<file path="src/rtl/load_store_unit.sv">
// -----------------------------------------------------------------------------
// LoadStoreUnit: single-outstanding RISC-V style load/store unit in front of a
// word-addressed data memory with asynchronous read and synchronous write.
//
// Loads and word stores take one memory cycle. Byte and half stores take two
// cycles: read the old word, then write it back merged with the new lane.
// Illegal funct3 codes go straight to the response with rsp_err set.
//
// Configuration macro: LSU_MISALIGN_TRAP_EN
//   defined   -> misaligned half/word accesses are rejected (rsp_err=1, no write)
//   undefined -> misaligned half/word accesses are aligned down, rsp_err=0
//
// Ports:
//   clk, rst                 clock (rising edge), async active-high reset
//   req_valid / req_ready    request handshake (ready only while idle)
//   req_write, req_funct3    store flag and RISC-V size/sign code
//   req_addr, req_wdata      byte address and store data
//   rsp_valid / rsp_ready    response handshake
//   rsp_rdata, rsp_err       formatted load data, rejection flag
//   mem_addr, mem_we         memory word index and write enable
//   mem_wdata, mem_rdata     memory write word and async read word
// -----------------------------------------------------------------------------
module load_store_unit #(
   parameter int WIDTH      = 32,
   parameter int ADDR_WIDTH = 5
) (
   input  logic                  clk,
   input  logic                  rst,
   input  logic                  req_valid,
   output logic                  req_ready,
   input  logic                  req_write,
   input  logic [2:0]            req_funct3,
   input  logic [WIDTH-1:0]      req_addr,
   input  logic [WIDTH-1:0]      req_wdata,
   output logic                  rsp_valid,
   input  logic                  rsp_ready,
   output logic [WIDTH-1:0]      rsp_rdata,
   output logic                  rsp_err,
   output logic [ADDR_WIDTH-1:0] mem_addr,
   output logic                  mem_we,
   output logic [WIDTH-1:0]      mem_wdata,
   input  logic [WIDTH-1:0]      mem_rdata
);

   typedef enum logic [1:0] {IDLE, ACCESS, WRITE, RESP} state_t;

   state_t                state;
   state_t                state_next;
   logic                  write_q;
   logic [2:0]            funct3_q;
   logic [ADDR_WIDTH+1:0] addr_q;
   logic [WIDTH-1:0]      wdata_q;
   logic [WIDTH-1:0]      old_q;
   logic [WIDTH-1:0]      rdata_q;
   logic                  err_q;

   logic                  req_legal;
   logic                  req_misaligned;
   logic [ADDR_WIDTH+1:0] req_addr_eff;
   logic [7:0]            lane_byte;
   logic [15:0]           lane_half;
   logic [WIDTH-1:0]      load_data;
   logic [WIDTH-1:0]      merged;

   // Address bits above the word index never reach the memory; the index
   // simply wraps around the memory size.
   logic unused_addr_hi;
   assign unused_addr_hi = ^req_addr[WIDTH-1:ADDR_WIDTH+2];

   // Decode the incoming request: legality of the funct3 code for the access
   // direction, and misalignment relative to the access size (funct3[1:0]).
   always_comb begin
      req_legal = 1'b0;
      if (req_write) begin
         req_legal = (req_funct3 == 3'b000) || (req_funct3 == 3'b001) ||
                     (req_funct3 == 3'b010);
      end else begin
         req_legal = (req_funct3 == 3'b000) || (req_funct3 == 3'b001) ||
                     (req_funct3 == 3'b010) || (req_funct3 == 3'b100) ||
                     (req_funct3 == 3'b101);
      end
      req_misaligned = ((req_funct3[1:0] == 2'b01) && req_addr[0]) ||
                       ((req_funct3[1:0] == 2'b10) && (req_addr[1:0] != 2'b00));
      req_addr_eff = req_addr[ADDR_WIDTH+1:0];
`ifdef LSU_MISALIGN_TRAP_EN
      if (req_misaligned) begin
         req_legal = 1'b0;
      end
`else
      if (req_misaligned) begin
         req_addr_eff[1:0] = (req_funct3[1:0] == 2'b01) ? {req_addr[1], 1'b0} : 2'b00;
      end
`endif
   end

   // Lane extraction and sign/zero extension of the word read from memory,
   // plus the read-modify-write merge used by byte and half stores.
   always_comb begin
      lane_byte = mem_rdata[{addr_q[1:0], 3'b000} +: 8];
      lane_half = mem_rdata[{addr_q[1], 4'b0000} +: 16];
      case (funct3_q)
         3'b000:  load_data = {{(WIDTH-8){lane_byte[7]}}, lane_byte};
         3'b001:  load_data = {{(WIDTH-16){lane_half[15]}}, lane_half};
         3'b100:  load_data = {{(WIDTH-8){1'b0}}, lane_byte};
         3'b101:  load_data = {{(WIDTH-16){1'b0}}, lane_half};
         default: load_data = mem_rdata;
      endcase
      merged = old_q;
      if (funct3_q == 3'b000) begin
         merged[{addr_q[1:0], 3'b000} +: 8] = wdata_q[7:0];
      end else begin
         merged[{addr_q[1], 4'b0000} +: 16] = wdata_q[15:0];
      end
   end

   // State register.
   always_ff @(posedge clk or posedge rst) begin
      if (rst) begin
         state <= IDLE;
      end else begin
         state <= state_next;
      end
   end

   // Next state and memory-side outputs. mem_we is decoded from the state so
   // that reset drops it immediately and an interrupted store never lands.
   always_comb begin
      state_next = state;
      mem_we     = 1'b0;
      mem_wdata  = '0;
      case (state)
         IDLE: begin
            if (req_valid) begin
               state_next = req_legal ? ACCESS : RESP;
            end
         end
         ACCESS: begin
            if (write_q && (funct3_q == 3'b010)) begin
               mem_we     = 1'b1;
               mem_wdata  = wdata_q;
               state_next = RESP;
            end else if (write_q) begin
               state_next = WRITE;
            end else begin
               state_next = RESP;
            end
         end
         WRITE: begin
            mem_we     = 1'b1;
            mem_wdata  = merged;
            state_next = RESP;
         end
         RESP: begin
            if (rsp_ready) begin
               state_next = IDLE;
            end
         end
         default: state_next = IDLE;
      endcase
   end

   // Request capture and response data. The response registers are cleared
   // at accept so stores and rejected requests report zero data.
   always_ff @(posedge clk or posedge rst) begin
      if (rst) begin
         write_q  <= 1'b0;
         funct3_q <= 3'b000;
         addr_q   <= '0;
         wdata_q  <= '0;
         old_q    <= '0;
         rdata_q  <= '0;
         err_q    <= 1'b0;
      end else begin
         case (state)
            IDLE: begin
               if (req_valid) begin
                  write_q  <= req_write;
                  funct3_q <= req_funct3;
                  addr_q   <= req_addr_eff;
                  wdata_q  <= req_wdata;
                  rdata_q  <= '0;
                  err_q    <= !req_legal;
               end
            end
            ACCESS: begin
               if (write_q) begin
                  old_q <= mem_rdata;
               end else begin
                  rdata_q <= load_data;
               end
            end
            default: ;
         endcase
      end
   end

   assign req_ready = (state == IDLE);
   assign rsp_valid = (state == RESP);
   assign rsp_rdata = rdata_q;
   assign rsp_err   = err_q;
   assign mem_addr  = addr_q[ADDR_WIDTH+1:2];

endmodule

</file>
<file path="config.mk">
export PLATFORM = sky130hd
export DESIGN_NAME = load_store_unit
export DESIGN_NICKNAME = d
export VERILOG_FILES = /design/src/rtl/load_store_unit.sv
export SDC_FILE = /design/constraint.sdc
export NUM_CORES = 1
export LEC_CHECK = 0
export ABC_AREA = 1
export BUFFER_PORTS_ARGS = -buffer_cell sky130_fd_sc_hd__buf_2
export CORE_ASPECT_RATIO = 0.7
export CORE_MARGIN = 2
export CORE_UTILIZATION = 53
export CTS_CLUSTER_DIAMETER = 120
export CTS_CLUSTER_SIZE = 10
export DETAILED_ROUTE_END_ITERATION = 10
export GPL_ROUTABILITY_DRIVEN = 0
export GPL_TIMING_DRIVEN = 1
export PLACE_DENSITY = 0.81
export SYNTH_ARGS = -nofsm -noshare
export SYNTH_HDL_FRONTEND = slang
export SYNTH_SLANG_ARGS = --single-unit
</file>
<file path="constraint.sdc">
create_clock -name clk -period 5.25 [get_ports clk]
set_input_delay 1.3125 -clock clk [delete_from_list [all_inputs] [get_ports clk]]
set_output_delay 1.3125 -clock clk [all_outputs]
set_load 0.005 [all_outputs]
</file>
Yosys cells after proc, flatten, opt, wreduce, memory -nomap -nowiden

Index checks and enable logic that the tools add are counted.

Register bits after elaboration: 110
Output and inout port bits: 73
Word-level logic and storage cells: 70

Add/sub/neg operators: 2
Equality and inequality tests: 16
Shift-type cells: 6
Mux-type cells: 20
Reductions and logical operators: 18

Operators by type and width:

| cell                                                  | number |
|---|---|
| 2-to-1 mux 32 bit                                     | 4 |
| case mux 32 bit (2 select lines)                      | 2 |
| case mux 32 bit (4 select lines)                      | 1 |
| bitwise mux 32 bit                                    | 2 |
| variable shift 16 x 7 -> 32 bit, first input constant | 1 |
| variable shift 8 x 7 -> 32 bit, first input constant  | 1 |
| variable part select 16 x 7 -> 32 bit                 | 1 |
| variable part select 32 x 6 -> 16 bit                 | 1 |
| variable part select 32 x 6 -> 8 bit                  | 1 |
| variable part select 8 x 7 -> 32 bit                  | 1 |
| negation 5 -> 7 bit                                   | 2 |
| equality test 3 bit, second input constant            | 4 |
| 2-to-1 mux 2 bit                                      | 5 |
| case mux 2 bit (4 select lines)                       | 1 |
| equality test 2 bit, second input constant            | 3 |
| equality test 3 x 1 -> 1 bit, second input constant   | 2 |
| equality test 3 x 2 -> 1 bit, second input constant   | 2 |
| zero test 3 bit                                       | 2 |
| AND reduction 2 bit                                   | 3 |
| logical OR 1 bit                                      | 5 |
| equality test 2 x 1 -> 1 bit, second input constant   | 2 |
| 2-to-1 mux 1 bit                                      | 4 |
| != test 2 bit, second input constant                  | 2 |
| nonzero test 2 bit                                    | 2 |
| other kinds (6)                                       | 8 |

Longest topological paths before layout

Gate-level depths: netlist of run 1.

Depth in word-level cells: 9
Mapped depth: 11
Mapped depth without buffers: 10

Least setup slack after synthesis of run 1

OpenSTA, ideal clock, no wires.

Path type: reg2out
From: register addr_q[1]
To: output mem_wdata[3]
Arrival: 1785 ps
Data required time: 3938 ps
Slack: 2152 ps
Stages on the path, launching flop included: 11
Cells stage by stage: dfrtp_1 inv_2 buf_2 ha_1 nor2_1 nand2_1 nand2_1 nand3_1 nand2_1 nand2_1 a21oi_1

Longest elaborated chain between the ends: 5

Ends and longest elaborated chain:

| item                                                          | RTL line | text |
|---|---|---|
| from (decl)                                                   | 51       | `logic [ADDR_WIDTH+1:0] addr_q;` |
| from (signal assigned)                                        | 179      | `addr_q <= req_addr_eff;` |
| negation 5 -> 7 bit (on tied branches)                        | 112, 110 |  |
| variable part select 16 x 7 -> 32 bit (tied with other cells) | 112      | `merged[{addr_q[1], 4'b0000} +: 16] = wdata_q[15:0];` |
| bitwise mux 32 bit (on tied branches)                         | 112, 110 |  |
| 2-to-1 mux 32 bit *                                           | 109      | `if (funct3_q == 3'b000) begin` |
| case mux 32 bit (2 select lines) *                            | 131      | `case (state)` |
| to (decl)                                                     | 41       | `output logic [WIDTH-1:0] mem_wdata,` |

Mark *: on every way between the ends. The rest lies on a longest branch, timed or not.

Worst setup path in the final report of run 1

From: register addr_q[0]
To: output mem_wdata[2]

Longest elaborated chain between the ends: 5

Ends and longest elaborated chain:

| item                                                                                          | RTL line | text |
|---|---|---|
| negation 5 -> 7 bit *                                                                         | 110      | `merged[{addr_q[1:0], 3'b000} +: 8] = wdata_q[7:0];` |
| variable part select 8 x 7 -> 32 bit / variable shift 8 x 7 -> 32 bit (equally long branches) | 110      |  |
| bitwise mux 32 bit *                                                                          | 110      |  |
| 2-to-1 mux 32 bit *                                                                           | 109      |  |
| case mux 32 bit (2 select lines) *                                                            | 131      |  |

Marked as above.

==> results of run 1 <==
how the worst min path moves through the flow:
stage | end
after detailed placement | rsp_rdata[16]
after global routing | wdata_q[16]
after floorplan | wdata_q[16]
after CTS | rsp_rdata[16]
after global placement | addr_q[2]
final | rsp_rdata[27]
per-stage QoR:
step / hold WS [ns] / cells
after floorplan: 0.4492 / 945
after global placement: 0.4611 / 1204
after detailed placement: 0.4638 / 1204
after CTS: 0.4834 / 1220
after global routing: 0.5030 / 1220
final: 0.4803 / 1220
kinds of logic (layout without fill, tap and decap cells):
kind of cell / after synthesis / in the layout / synth area share (%)
fa+ha+maj: 9 / 9 / 1.735
flops: 110 / 110 / 42.42
mux: 1 / 1 / 0.1735
simple gates: 493 / 493 / 31.01
compound gates: 206 / 206 / 16.12
buf+inv: 126 / 244 / 8.542
flip-flops by register name, indices dropped and copies added (netlist names):
signal	count
old_q	32
rsp_rdata	32
wdata_q	32
addr_q	7
funct3_q	3
state	2
rsp_err	1
write_q	1
layout make-up:
type | instances | area (µm²)
Tap cell | 157 | 196.4
Sequential cell | 110 | 2754
Clock buffer | 10 | 229.0
Inverter | 69 | 262.8
Multi-Input combinational cell | 709 | 3184
Clock inverter | 6 | 45.04
Fill cell | 1107 | 4322
Timing Repair Buffer | 159 | 815.8
worst max-delay path: stages, from the launching register on:
cell,delay [ns]
dfrtp_1,0.72
inv_2,0.22
ha_1,0.39
nor2_1,0.54
nand3_1,0.14
nand3_1,0.10
nand3_1,0.08
a21oi_1,0.20
buf_2,0.17
report_power, final:
group	total, mW	internal [mW]	switching [mW]
clock network	0.655	0.326	0.328
logic	2.40	0.806	1.60
registers	1.56	1.23	0.337
Yosys cell counts:
library cell	instances	area [µm²]
nand3_1	51	255.2
a22oi_1	1	7.510
buf_6	3	33.78
nand2_4	2	22.52
nand3_4	1	17.52
nor2_4	2	22.52
buf_4	8	60.06
clkbuf_1	20	75.07
ha_1	9	112.6
and2_1	6	37.54
inv_1	61	229.0
nor3_1	3	15.01
clkinv_2	1	5.000
or2_2	1	6.260
nand2_2	2	12.51
o211ai_1	5	37.54
o21ai_1	30	150.1
inv_2	7	26.28
nor2_1	62	232.7
buf_1	4	15.01
nand2_1	358	1344
o21ai_0	82	410.4
nand3b_1	1	7.510
nor2_8	1	20.02
nand4_1	3	18.77
buf_2	22	110.1
mux2_2	1	11.26
a21oi_1	88	440.4
dfrtp_1	110	2753
per-layer routing:
layer / global-route usage (%) / routed length [µm]
met3: 6.364 / 1789
met1: 42.75 / 8447
met4: 7.813 / 348
met2: 45.31 / 8511
met5: 0 / 0
==> flow_summary.yaml, run 1 <==
clock_network:
  post_cts_resized: 0
  cts_setup_buffers: 0
  cts.sinks: 110
  tritoncts: "done"
  cts.path.max_buffers: 2
  cts.htree.levels: 3
  clkTransAtPathRegs_ns: 0.08
  insertion_delay_ns: 0.35
  ctsHoldBuffers: 0
  cts_root_buffer: "clkbuf_16"
  numCtsBuffers: 9
routing:
  antenna_left: 0
  first_pass_iters: 5
  drt_iter0_drc: 695
  post_drt_via_cell_ratio: 5.492
  wl_um: 19100
  routedWlPerCell_um: 15.65
  drcViolationCount: 0
  vias: 6700
yosys:
  ys.warnings.count: 0
  syn_avg_cell_area_um2: 6.866
  seq_area_frac_synth_pct: 42.42
  syn_area_um2: 6489
  ys_ff_latch: 110
  synth_nets: 1058
  netlist_instances: 945
  synth.distinct_cells: 29
final_layout:
  final_common_cell: "nand2_1"
  syn_to_final_growth_pct: 15.39
  layout-drive-gt1-share_pct: 18.34
  fin_area_um2: 7487
  num_antenna_cells: 0
  final_cell_mix: "nand2_1, buf_2, dfrtp_1, a21oi_1, o21ai_0"
  nets: 1171
  final_util_pct: 63.40
min_path:
  whs_path_depth: 2
  hp-start: "rsp_rdata[27]"
  hold_path_class: "flop to flop"
setup_path:
  reg2reg_depth: 10
  rr_startpoint: "state[1]"
  cp.required_ns: 3.94
  start_kind: "flop"
  worstSetupEndpoint: "mem_wdata[2]"
  cp-end-kind: "output port"
  r2r_setup_slack_ns: 2.59
  worstSetupPathType: "flop to output port"
  crit_start: "addr_q[0]"
  timing.rr.end: "rsp_rdata[16]"
  critPathArrivalTime_ns: 2.93
  critPathMaxFanout: 17
floorplan:
  io_pins: 177
  dieArea_um2: 13160
  rows: 33
  start_util_pct: 54.95
  core_um2: 11810
  dieHeight_um: 96.58
  die_x_um: 136.3
placed_design:
  placed_area_um2: 7213
  place_hpwl_um: 13300
  dp_worst_setup_slack_ns: 1.474
  portBuffers: 151
global_routing:
  grt_overflow: 0
  grt_usage_pct: 29.56
  antenna_found_initial: 1
  grt_pass1_wl_um: 30180
  grt_start_max_net_pins: 83
  grt_pass1_vias: 5932
timing:
  max_slew_margin_pct: 23.88
  max_freq_mhz: 235.5
  timing.final.crit_share_pct: 80.89
  finalHoldViolations: 0
  period_needed_ns: 4.247
  setup_viol: 0
  finalMaxSlewViolations: 0
  fin_skew_ns: 0.006194
  rsz0062_at_grt: "false"
  final.setup.tns_ns: 0
  worst_slew_pin_slew_ns: 1.140
  finalWorstSetupSlack_ns: 1.003
power:
  p_leak_nw: 3.999
  power_mw: 4.624
  power.density_nw_per_um2: 617.6
  ir_drop_uv: 517.9
status:
  status: "completed"
job:
  drv_cap: 0
No activity file was read; power rests on OpenSTA's default activity.
==> run 2, diff against run 1 <==
--- a/config.mk
+++ b/config.mk
@@ -9,13 +9,13 @@
 export BUFFER_PORTS_ARGS = -buffer_cell sky130_fd_sc_hd__buf_2
 export CORE_ASPECT_RATIO = 0.7
 export CORE_MARGIN = 2
-export CORE_UTILIZATION = 53
+export CORE_UTILIZATION = 48
 export CTS_CLUSTER_DIAMETER = 120
 export CTS_CLUSTER_SIZE = 10
 export DETAILED_ROUTE_END_ITERATION = 10
 export GPL_ROUTABILITY_DRIVEN = 0
 export GPL_TIMING_DRIVEN = 1
-export PLACE_DENSITY = 0.81
+export PLACE_DENSITY = 0.77
 export SYNTH_ARGS = -nofsm -noshare
 export SYNTH_HDL_FRONTEND = slang
 export SYNTH_SLANG_ARGS = --single-unit
==> constraint.sdc (replaced) <==
create_clock -name clk -period 3.7 [get_ports clk]
set_input_delay 0.925 -clock clk [delete_from_list [all_inputs] [get_ports clk]]
set_output_delay 0.925 -clock clk [all_outputs]
set_load 0.005 [all_outputs]
==> flow_summary.yaml, run 2 (synthesis results as in run 1) <==
clock_network:
  clkTransAtPathRegs_ns: 0.08
  cts_setup_buffers: 0
  cts_root_buffer: "clkbuf_16"
  numCtsBuffers: 9
  cts.htree.levels: 3
  post_cts_resized: 0
  cts.path.max_buffers: 2
  cts.sinks: 110
  insertion_delay_ns: 0.36
  ctsHoldBuffers: 0
  tritoncts: "done"
global_routing:
  grt_start_max_net_pins: 111
  grt_overflow: 0
  grt_pass1_vias: 6023
  antenna_found_initial: 0
  grt_pass1_wl_um: 30450
  grt_usage_pct: 26.90
job:
  drv_cap: 0
final_layout:
  num_antenna_cells: 0
  syn_to_final_growth_pct: 16.85
  final_common_cell: "nand2_1"
  final_cell_mix: "nand2_1, buf_2, dfrtp_1, a21oi_1, o21ai_0"
  layout-drive-gt1-share_pct: 18.61
  final_util_pct: 57.52
  nets: 1172
placed_design:
  place_hpwl_um: 13350
  portBuffers: 151
floorplan:
  die_x_um: 143.0
  dieArea_um2: 14480
  dieHeight_um: 101.3
  io_pins: 177
  rows: 35
  core_um2: 13180
  start_util_pct: 49.23
routing:
  post_drt_via_cell_ratio: 5.319
  wl_um: 19080
  drt_iter0_drc: 701
  first_pass_iters: 7
  routedWlPerCell_um: 15.28
  antenna_left: 0
  drcViolationCount: 0
  vias: 6643
timing:
  period_needed_ns: 3.377
  finalMaxSlewViolations: 0
  final.setup.tns_ns: 0
  timing.final.crit_share_pct: 91.26
  max_slew_margin_pct: 43.79
  setup_viol: 0
  finalHoldViolations: 0
  rsz0062_at_grt: "false"
  fin_skew_ns: 0.009014
  max_freq_mhz: 296.2
  worst_slew_pin_slew_ns: 0.8420
setup_path:
  cp-end-kind: "output port"
  start_kind: "flop"
  reg2reg_depth: 10
  cp.required_ns: 2.77
  critPathMaxFanout: 21
  critPathArrivalTime_ns: 2.45
  worstSetupPathType: "flop to output port"
power:
  ir_drop_uv: 543.7
  p_sw_share_pct: 48.20
  p_leak_nw: 4.014
  power.density_nw_per_um2: 876.5
  intPower_mw: 3.443
  p_sw_mw: 3.203
  pwr-share-comb_pct: 52.0
  p_clk_share_pct: 15.3
  pwr-share-seq_pct: 32.7
min_path:
  whs_path_depth: 2
  hold_path_class: "flop to flop"
status:
  status: "completed"
==> run 2: changes by cell type in the layout (fill, tap and decap cells not counted) <==
cell	before	now
inv_4	1	0
bufinv_16	0	1
nor2_2	0	2
clkinv_2	3	1
inv_8	0	1
nor2_1	62	60
buf_6	0	1
clkinvlp_4	0	2
buf_4	8	7
buf_12	0	1
clkinv_4	2	1
==> run 2: area by class of cell <==
cell class | instances | area (µm²)
clock buffer | 10 | 229.0
clock inverter | 6 | 75.07
fill | 1309 | 5599
inverter | 69 | 264.0
multi-input combinational | 709 | 3189
sequential | 110 | 2754
tap | 185 | 231.5
timing repair buffer | 160 | 839.6
==> run 2: worst paths after layout <==
check | slack [ns] | startpoint | to
worst max-delay path | 0.32 | addr_q[1] | mem_wdata[2]
worst min-delay path | 0.48 | rsp_rdata[30] | rsp_rdata[30]
worst max register to register | 1.06 | state[1] | rsp_rdata[22]
worst min register to register | 0.48 | rsp_rdata[30] | rsp_rdata[30]
max in group asynchronous | 2.50 | rst | addr_q[1]
min in group asynchronous | 0.72 | rst | rsp_rdata[4]
==> run 2: per-layer routing <==
layer / vias to the layer above / part of all wire (%) / wire (µm) / track usage (%)
li1: 3242 / - / - / -
met5: - / 0 / 0 / 0
met1: 3056 / 45 / 8616 / 39.70
met3: 34 / 9.2 / 1752 / 7.187
met2: 311 / 44 / 8344 / 39.38
met4: 0 / 1.9 / 369 / 6.855
==> run 2: power by group through the flow <==
stage | Sequential (mW) | Clock, mW | Combinational [mW]
after floorplan | 2.07 | 0 | 2.52
after global placement | 2.17 | 0 | 3.34
after detailed placement | 2.18 | 0 | 3.41
after CTS | 2.16 | 1.03 | 3.44
after global routing | 2.24 | 1.09 | 3.94
final | 2.17 | 1.02 | 3.45
==> run 2: critical path, stage by stage, from the launching register on <==
cell and delay, ns:
dfrtp_2 0.42, inv_2 0.31, ha_1 0.37, nor2_2 0.33
nand3_1 0.13, nand3_1 0.09, nand3_1 0.08, a21oi_1 0.20
buf_2 0.16
==> run 2: per-stage QoR <==
step | instances | area (µm²) | hold WS, ns | setup WS [ns] | power [mW]
3_5_place_dp | 1233 | 7269 | 0.4639 | 0.5490 | 5.594
6_report | 1249 | 7582 | 0.4805 | 0.3235 | 6.646
5_1_grt | 1249 | 7582 | 0.5035 | 0.1098 | 7.256
4_1_cts | 1249 | 7574 | 0.4846 | 0.1391 | 6.626
2_1_floorplan | 945 | 6492 | 0.4492 | 0.9896 | 4.585
3_3_place_gp | 1233 | 7269 | 0.4594 | 0.5558 | 5.514
==> run 3, diff against run 2 <==
--- a/config.mk
+++ b/config.mk
@@ -8,7 +8,7 @@
 export ABC_AREA = 1
 export BUFFER_PORTS_ARGS = -buffer_cell sky130_fd_sc_hd__buf_2
 export CORE_ASPECT_RATIO = 0.7
-export CORE_MARGIN = 2
+export CORE_MARGIN = 1.5
 export CORE_UTILIZATION = 48
 export CTS_CLUSTER_DIAMETER = 120
 export CTS_CLUSTER_SIZE = 10
@@ -16,6 +16,7 @@
 export GPL_ROUTABILITY_DRIVEN = 0
 export GPL_TIMING_DRIVEN = 1
 export PLACE_DENSITY = 0.77
+export RECOVER_POWER = 50
 export SYNTH_ARGS = -nofsm -noshare
 export SYNTH_HDL_FRONTEND = slang
 export SYNTH_SLANG_ARGS = --single-unit
==> flow_summary.yaml, run 3 (synthesis results as in run 1) <==
placed_design:
  place_hpwl_um: 13290
  portBuffers: 151
  dp_worst_setup_slack_ns: 0.5138
timing:
  max_slew_margin_pct: 1.627
  period_needed_ns: 3.395
  finalHoldViolations: 0
  fin_skew_ns: 0.01088
  finalMaxSlewViolations: 0
  finalWorstSetupSlack_ns: 0.3054
  timing.final.crit_share_pct: 91.75
  setup_viol: 0
  max_freq_mhz: 294.6
  hold_ws_ns: 0.4776
  final.setup.tns_ns: 0
  worst_slew_pin_slew_ns: 1.476
  rsz0062_at_grt: "false"
clock_network:
  cts.sinks: 110
  cts.htree.levels: 3
  cts.path.max_buffers: 2
  tritoncts: "done"
  ctsHoldBuffers: 0
  insertion_delay_ns: 0.36
  cts_setup_buffers: 0
  post_cts_resized: 0
  clkTransAtPathRegs_ns: 0.08
  cts_root_buffer: "clkbuf_16"
  numCtsBuffers: 9
routing:
  antenna_left: 0
  first_pass_iters: 5
  vias: 6617
  post_drt_via_cell_ratio: 5.281
  routedWlPerCell_um: 15.06
  drt_iter0_drc: 581
  drcViolationCount: 0
  wl_um: 18870
setup_path:
  cp.required_ns: 2.77
  reg2reg_depth: 10
  r2r_setup_slack_ns: 1.04
  critPathMaxFanout: 21
  crit_top_cell: "nand3_1"
  critPathMaxStageDelay_ns: 0.41
  cp_num_buf_inv: 2
  critPathArrivalTime_ns: 2.47
  start_kind: "flop"
  crit_chain: "inv_2 > ha_1 > nor2_2 > nand3_1 > nand3_1 > nand3_1 > a21oi_1 > buf_2"
  rr_startpoint: "state[1]"
  cpLargestDelayFamily: "simple AND/OR/NAND/NOR gates"
  cp_slowest_cell: "dfrtp_2"
  worstSetupPathType: "flop to output port"
  cp-end-kind: "output port"
  timing.rr.end: "rsp_rdata[19]"
global_routing:
  grt_pass1_vias: 5928
  grt_pass1_wl_um: 30650
  grt_usage_pct: 27.59
  grt_start_max_net_pins: 111
  grt_overflow: 0
  antenna_found_initial: 0
final_layout:
  fill_cells: 1310
  multi_input_area_um2: 3187
  regArea_um2: 2754
  final_cell_mix: "nand2_1, buf_2, dfrtp_1, a21oi_1, o21ai_0"
  layout-drive-gt1-share_pct: 18.65
  syn_to_final_growth_pct: 16.76
  nets: 1175
  final_common_cell: "nand2_1"
floorplan:
  io_pins: 177
  core_um2: 13180
  start_util_pct: 49.23
  dieArea_um2: 14240
  die_x_um: 142.0
  dieHeight_um: 100.3
  rows: 35
power:
  p_sw_mw: 3.202
  pwr-share-seq_pct: 33.1
  intPower_mw: 3.390
  pwr-share-comb_pct: 52.5
  power.density_nw_per_um2: 870.0
  p_leak_nw: 4.011
  power_mw: 6.591
  ir_drop_uv: 635.2
  p_clk_share_pct: 14.5
  p_sw_share_pct: 48.57
min_path:
  hold_end: "rsp_rdata[11]"
  hold_path_class: "flop to flop"
  whs_path_depth: 2
  hp-start: "rsp_rdata[11]"
job:
  drv_cap: 0
status:
  status: "completed"
[run 3: per-stage QoR]
| stage | cells | area [µm²] | utilization [%] |
|---|---|---|---|
| detailed placement | 1236 | 7292 | 55.32 |
| global route | 1252 | 7574 | 57.46 |
| floorplan | 945 | 6492 | - |
| CTS | 1252 | 7574 | 57.46 |
| finish | 1253 | 7576 | 57.48 |
| global placement | 1236 | 7292 | 55.32 |
[run 3: power groups by stage]
stage | clock [mW] | combinational (mW) | sequential (mW)
after global placement | 0 | 3.36 | 2.17
after global routing | 1.03 | 3.94 | 2.24
after detailed placement | 0 | 3.43 | 2.18
after CTS | 0.963 | 3.45 | 2.16
after floorplan | 0 | 2.52 | 2.07
final | 0.953 | 3.46 | 2.18
[run 3: layer usage]
metal  global-route usage, %  vias to the layer above  share of wire, %
li1                        -                     3252                 -
met1                   41.01                     3021                46
met2                   40.08                      311                43
met3                   6.966                       33               8.9
met4                   6.899                        0               1.6
met5                       0                        -                 0
[run 3: worst max-delay path by stage]
stage,cells after the start,startpoint,to
after floorplan,10,addr_q[1],mem_wdata[3]
after global placement,9,addr_q[1],mem_wdata[28]
after detailed placement,9,addr_q[1],mem_wdata[28]
after CTS,9,addr_q[1],mem_wdata[28]
after global routing,9,addr_q[1],mem_wdata[23]
final,8,addr_q[1],mem_wdata[2]
[run 3: worst register-to-register path, cell delays in order (launching register included)]
cell	delay [ns]
dfrtp_1	0.39
inv_1	0.09
ha_1	0.20
nand2_1	0.13
buf_4	0.49
nand3_4	0.44
nor2_8	0.31
inv_2	0.21
a21oi_1	0.22
nand2_1	0.07
nand2_1	0.06
[run 3: final cells by class]
| cell class | count | area share [%] |
|---|---|---|
| Antenna cell | 1 | 0.03303 |
| Clock inverter | 6 | 0.6936 |
| Clock buffer | 10 | 3.022 |
| Timing Repair Buffer | 163 | 11.33 |
| Tap cell | 185 | 3.055 |
| Sequential cell | 110 | 36.35 |
| Inverter | 69 | 3.452 |
| Multi-Input combinational cell | 709 | 42.06 |
